### src/rtl/btn_event_decoder.sv
`default_nettype none
// ============================================================================
// btn_event_decoder : debounced button level -> press/short/long/repeat/release
// Revision 1.0
// ============================================================================
module btn_event_decoder #(
    parameter int LONG_CYCLES   = 50_000_000,
    parameter int REPEAT_CYCLES = 10_000_000
) (
    input  logic clk_i,
    input  logic rst_i,
    input  logic db_btn_i,
    output logic held_o,
    output logic press_o,
    output logic short_o,
    output logic long_o,
    output logic repeat_o,
    output logic release_o
);

    localparam int MAX_CYCLES = (LONG_CYCLES > REPEAT_CYCLES) ? LONG_CYCLES : REPEAT_CYCLES;
    localparam int CNT_W      = $clog2(MAX_CYCLES + 1);

    // Terminal counts: the counter restarts at 0 on the press/long edge, so
    // the event fires on the edge that sees count == N-1.
    localparam logic [CNT_W-1:0] LONG_LAST   = CNT_W'(LONG_CYCLES - 1);
    localparam logic [CNT_W-1:0] REPEAT_LAST = CNT_W'(REPEAT_CYCLES - 1);
    localparam logic [CNT_W-1:0] CNT_ONE     = CNT_W'(1);

    typedef enum logic [1:0] {
        IDLE    = 2'd0,
        PRESSED = 2'd1,
        LONG    = 2'd2
    } state_t;

    state_t           state, state_nx;
    logic [CNT_W-1:0] count, count_nx;
    logic             held_nx, press_nx, short_nx, long_nx, repeat_nx, release_nx;

    always_ff @(posedge clk_i or negedge rst_i) begin
        if (!rst_i) begin
            state     <= IDLE;
            count     <= '0;
            held_o    <= 1'b0;
            press_o   <= 1'b0;
            short_o   <= 1'b0;
            long_o    <= 1'b0;
            repeat_o  <= 1'b0;
            release_o <= 1'b0;
        end else begin
            state     <= state_nx;
            count     <= count_nx;
            held_o    <= held_nx;
            press_o   <= press_nx;
            short_o   <= short_nx;
            long_o    <= long_nx;
            repeat_o  <= repeat_nx;
            release_o <= release_nx;
        end
    end

    always_comb begin
        state_nx   = state;
        count_nx   = count;
        press_nx   = 1'b0;
        short_nx   = 1'b0;
        long_nx    = 1'b0;
        repeat_nx  = 1'b0;
        release_nx = 1'b0;

        // Release is tested first so it overrides a coincident long/repeat.
        case (state)
            IDLE: begin
                if (db_btn_i) begin
                    state_nx = PRESSED;
                    count_nx = '0;
                    press_nx = 1'b1;
                end
            end
            PRESSED: begin
                if (!db_btn_i) begin
                    state_nx   = IDLE;
                    count_nx   = '0;
                    release_nx = 1'b1;
                    short_nx   = 1'b1;
                end else if (count == LONG_LAST) begin
                    state_nx = LONG;
                    count_nx = '0;
                    long_nx  = 1'b1;
                end else begin
                    count_nx = count + CNT_ONE;
                end
            end
            LONG: begin
                if (!db_btn_i) begin
                    state_nx   = IDLE;
                    count_nx   = '0;
                    release_nx = 1'b1;
                end else if (count == REPEAT_LAST) begin
                    count_nx  = '0;
                    repeat_nx = 1'b1;
                end else begin
                    count_nx = count + CNT_ONE;
                end
            end
            default: begin
                state_nx = IDLE;
                count_nx = '0;
            end
        endcase

        held_nx = (state_nx == PRESSED) || (state_nx == LONG);
    end

endmodule
`default_nettype wire

### config.mk
export PLATFORM = sky130hd
export DESIGN_NAME = btn_event_decoder
export DESIGN_NICKNAME = d
export VERILOG_FILES = /design/src/rtl/btn_event_decoder.sv
export SDC_FILE = /design/constraint.sdc
export NUM_CORES = 1
export LEC_CHECK = 0
export BUFFER_PORTS_ARGS = -buffer_cell sky130_fd_sc_hd__buf_2
export CORE_UTILIZATION = 64
export CTS_BUF_LIST = sky130_fd_sc_hd__clkbuf_2 sky130_fd_sc_hd__clkbuf_4 sky130_fd_sc_hd__clkbuf_8
export DETAILED_ROUTE_END_ITERATION = 8
export GPL_ROUTABILITY_DRIVEN = 1
export GPL_TIMING_DRIVEN = 0
export PLACE_DENSITY = 0.93
export REMOVE_ABC_BUFFERS = 1
export SETUP_SLACK_MARGIN = 0.3
export SLEW_MARGIN = 5
export SYNTH_ARGS = -nofsm -noshare
export SYNTH_HDL_FRONTEND = slang
export SYNTH_SLANG_ARGS = --single-unit
### constraint.sdc
create_clock -name clk_i -period 2.65 [get_ports clk_i]
set_clock_uncertainty 0.15 [all_clocks]
set_input_delay 0.265 -clock clk_i [delete_from_list [all_inputs] [get_ports clk_i]]
set_output_delay 0.265 -clock clk_i [all_outputs]
set_load 0.02 [all_outputs]
Yosys cells after proc, flatten, opt, wreduce, memory -nomap -nowiden

Cells that the tools add are included.

Register bits after elaboration: 34
Latch bits: 0
Bits in writable memories: 0
Memory bits (read-only): 0
Output and inout bits: 6
Memories kept: 0

Add/subtract/negate cells: 1
$mul: 0
Divide/modulo/power cells: 0
$lt $le $gt $ge: 0
Equality and inequality tests: 7
Shift-type cells: 0
Multiplexer cells: 22
Bitwise logic cells: 0
Reduce and logical (&&, ||, !) cells: 3

Operators with widths:

| operator                | count |
|---|---|
| $mux W26                | 5 |
| $pmux W26 S3            | 1 |
| $add A26 B1 Y26 const B | 1 |
| $eq A26 B24 Y1 const B  | 1 |
| $eq A26 B26 Y1 const B  | 1 |
| $mux W1                 | 11 |
| $mux W2                 | 4 |
| $pmux W2 S3             | 1 |
| $eq A2 B1 Y1 const B    | 2 |
| $eq A2 B2 Y1 const B    | 2 |
| $logic_not A2 Y1        | 1 |
| $ne A2 B2 Y1 const B    | 1 |
| $reduce_or A2 Y1        | 1 |
| $logic_or A1 B1 Y1      | 1 |

Logic depth before layout (Yosys ltp)

Depth in word-level cells: 6
Gate-level depth with buffers: 8
Depth with buffers taken out: 7

Worst setup path before layout

Ideal clock, no wire load.

Kind: register -> register
From: register count[7]
To: register count[21]
Arrival: 1,939 ps
Required time: 2,370 ps
Setup slack: 431 ps
Stages on the path, launching flop included: 7
Period minus slack after synthesis: 2,219 ps
Path through: dfrtp_1 > or4b_4 > nor4_4 > a21boi_2 > buf_4 > o211ai_1 > nand3_1

Word-level cells in the longest chain between the ends: 4
Elaborated cells on any way between the ends: 8

RTL lines:

| element                                 | line    | text |
|---|---|---|
| from (decl)                             | 37      | `logic [CNT_W-1:0] count, count_nx;` |
| from (signal assigned)                  | 52      | `count <= count_nx;` |
| $add A26 B1 Y26 (tied with other cells) | 91, 103 |  |
| $mux W26 (on tied branches)             | 99, 86  |  |
| $mux W26 (on tied branches)             | 95, 81  |  |
| $pmux W26 S3 *                          | 72      | `case (state)` |

Every way passes the cells marked *; elsewhere a longest branch is shown, timed or not.
A chain may end at the register's enable or synchronous reset.

Final worst setup path

From: register count[15]
To: register count[12]

Word-level cells in the longest chain between the ends: 4
Elaborated cells on any way between the ends: 7

RTL lines:

| element                                                 | line |
|---|---|
| $eq A26 B24 Y1 / $eq A26 B26 Y1 (equally long branches) | 99, 86 |
| $mux W26 (on tied branches)                             | 99, 86 |
| $mux W26 (on tied branches)                             | 95, 81 |
| $pmux W26 S3 *                                          | 72 |

Marks and branches as above.

==> impl_results.md <==
* Worst R2R End: count[12]$_DFFE_PN0P_
* CTS root buffer: clkbuf_4
* Max Cap Viol at 0
* Vias in the first global route at 1,878
* RSZ-0062 raised after global routing: yes
* Initial Utilization at 0.7016
* Clock slew at reported path FFs at 120 ps
* CP peak stage delay at around 540 ps
* Overall Global Routing Usage at 0.3519
* TritonCTS clock tree: built
* H-tree level count at 2
* Buffer levels on the longest clock path at 2
* Status: completed
* I/O pins at 9
* Finished Core Util at 0.8198
* Avg Cell Area, Syn at slightly below 9 sq um
* Largest net degree at the start of global routing at 35
* FMAX at around 420 MHz
* Post-synth EDFFs at 0
* Post-route cell area at 2585 sq um
* Worst path cell trace: or3b_2 -> nor4_4 -> buf_4 -> a21boi_4 -> o21ai_4 -> o211ai_1
* Area grow syn2layout at 16.86%
* Nets at 282
* Yosys reg bits at 34
* Number of port buffers at 8
* Synth area leader: dfrtp_1
* First-pass GRT wire length at 9273 um
* N_diodes at 0
* Share of cells above drive strength 1 at 0.2291
* Critical path's slowest cell: dfrtp_1
* Synth area leaders: dfrtp_1 38%, nand2_1 8.3%, nand3_1 4.5%
* Placed cell areas at 2258 sq um
* DRT Pass-1 Iters at 5
* Worst-path fanout max at 15
* Worst path arrival time at 2460 ps
* Netlist cell types at 43
* Core area at 3153 sq um
* Final Hold Fails at 0
* Top FF cell, synth: dfrtp_1
* Max-slew violation count at 0
* Worst Setup Start Kind: register
* Cells after Synth at 254
* Power Internal at 0.8277 mW
* GPL Wtd Cong at 0.8435
* Layout Cells excl Fill at 319
* Crit path buf inv count at 1
* Skew-Pair Late Insertion Delay at 360 ps
* Sequential share of the synthesized area at 0.3846
* Logic pwr share at 0.332
* HPWL after DPL at roughly 3200 um
* Endpoint type of the worst setup path: register
* Critical path depth at 6
* Hold slack final at 61.34 ps
* Synth async-reset ratio at 1.000
* Dpl cells at 293
* Switching share of total power at 0.3931
* Fin crit period at 2392 ps
* CP Data Required Time at 2720 ps
* Synthesized cell area at 2212 sq um
* Post-route ant nets at 0
* Chip width at 60.79 um
* YS warnings at 0
* Fin crit share at 0.9026
* Slew @ Worst Pin at between 700 and 800 ps
* Vias/cell at 7.110
* # rows at 20
* Max-Slew Margin vs Limit at 0.4889
* Clock network fraction of design power at 0.240
* Initial antenna violation count at 0
* CP Class: reg2reg
* Routed wire length at between 6000 and 7000 um
* Hold Crit Class: in2reg
* Power Density at 527.6 nW/um^2
* Die Y at around 61 um
* CTS buffer count at 5
* Worst r2r path cells at 6
* FF-to-FF Start: count[15]$_DFFE_PN0P_
* Detail-routed net length per standard cell at 20.13 um
* Initial drt markers at 299
* Sw power at 0.5362 mW
* Synth top area share at 0.3846
* Routed vias at 2,268
* Reg power frac at 0.428
* Crit-path leading delay family: simple AND/OR/NAND/NOR gates
* Die area at 3695 sq um
* Critical Path Sink: count[12]$_DFFE_PN0P_
* Finish-stage setup viols at 0
* Sink Count at 34
* GRT overflow at 0
* Leakage Power at roughly 1.1 nW
* # DRC at 0
* R2R setup slack at about 260 ps
* CP Launch Point: count[15]$_DFFE_PN0P_
* Maximum vdd drop at 0.0004456 V
==> logic make-up after synthesis <==
kind of cell	Yosys count	share of synthesized area
AO/OA/AOI/OAI	52	0.1855
AND/OR/NAND/NOR	139	0.3478
XOR/XNOR	3	0.01188
buffers and inverters	21	0.04186
flip-flops	34	0.3846
adder cells (fa/ha/maj)	5	0.02828
==> synth_stat cells (7+ instances only) <==
library cell and instances:
nand3_1 20, nor2_1 13, nor2b_1 8, inv_1 7, o221ai_1 11, nand2_1 49, o2111ai_1 10, nor4_1 7
o21ai_0 7, and2_1 7, clkbuf_1 10, o211ai_1 10, dfrtp_1 34
==> layout make-up <==
class,instances,area [sq um]
Fill cell,198,568.0
Clock buffer,7,58.81
Clock inverter,1,5.005
Timing Repair Buffer,23,182.7
Tap cell,44,55.05
Multi-Input combinational cell,203,1400
Inverter,7,26.28
Sequential cell,34,857.1
==> routing by layer <==
| layer | up-vias | wire length [um] | share of wire | GRT usage |
|---|---|---|---|---|
| met5 | - | 0 | 0 | 0 |
| met4 | 0 | 340 | 0.053 | 0.1786 |
| met3 | 52 | 736 | 0.11 | 0.1109 |
| met2 | 152 | 2963 | 0.46 | 0.5338 |
| met1 | 1072 | 2379 | 0.37 | 0.4530 |
| li1 | 992 | - | - | - |
==> power groups by stage <==
stage,Clock [mW],Combinational (mW),Sequential (mW)
floorplan,0,0.199,0.613
global placement,0,0.323,0.588
detailed placement,0,0.346,0.590
CTS,0.323,0.395,0.579
global route,0.352,0.485,0.590
finish,0.328,0.453,0.583
==> layout by cell type, fill, tap and decap left out, types with 3 or more instances in the layout <==
cell,synthesis,final
or2_2,4,4
nor3_1,5,4
ha_1,5,4
inv_1,7,7
o221ai_1,11,11
nand4_1,3,3
dfrtp_2,0,5
and3_1,3,3
nand2_1,49,49
nor4_4,3,3
nor2b_1,8,7
dfrtp_1,34,29
nor2_1,13,13
nand3_1,20,19
and4_1,4,4
o21ai_0,7,5
nor4_1,7,5
buf_4,1,10
clkbuf_4,0,6
o2111ai_1,10,9
o211ai_1,10,10
buf_2,2,8
a21boi_4,0,4
and2_1,7,6
or3_1,4,4
==> worst register-to-register path: cells and delay by family (launching register included) <==
kind,cells,cell delay (ps)
buffers and inverters,1,200
AO/OA/AOI/OAI,3,570
AND/OR/NAND/NOR,2,800
flip-flops,1,540
==> worst min-delay path by stage <==
stage / from / end / slack [ps] / cells past startpoint
2_1_floorplan: rst_i / count[0]$_DFFE_PN0P_ / -180 / 0
3_3_place_gp: rst_i / count[18]$_DFFE_PN0P_ / 220 / 1
6_report: db_btn_i / release_o$_DFF_PN0_ / 60 / 2
5_1_grt: db_btn_i / short_o$_DFF_PN0_ / 60 / 2
4_1_cts: db_btn_i / short_o$_DFF_PN0_ / 70 / 2
3_5_place_dp: rst_i / count[20]$_DFFE_PN0P_ / 230 / 1
==> registers in the layout, summed over array words and instances (netlist names) <==
name       flops
press_o        1
state          2
long_o         1
short_o        1
count         26
release_o      1
repeat_o       1
held_o         1
==> metrics by stage <==
step           setup slack, ps  setup TNS [ps]  power, mW
2_1_floorplan            118.7               0     0.8121
3_3_place_gp            -511.5          -996.4     0.9115
3_5_place_dp            -100.8          -883.2     0.9370
4_1_cts                  250.4               0      1.297
5_1_grt                  232.9               0      1.427
6_report                 258.0               0      1.364
==> what timing repair did <==
item,4_1_cts,5_1_grt
cloned,3,1
setup endpoints to repair,27,27
buffers inserted,7,6
pin swaps,7,9
hold endpoints to repair,34,0
hold buffers,1,0
resized for setup,8,17
Note: power is estimated with default switching activity, not from simulation.
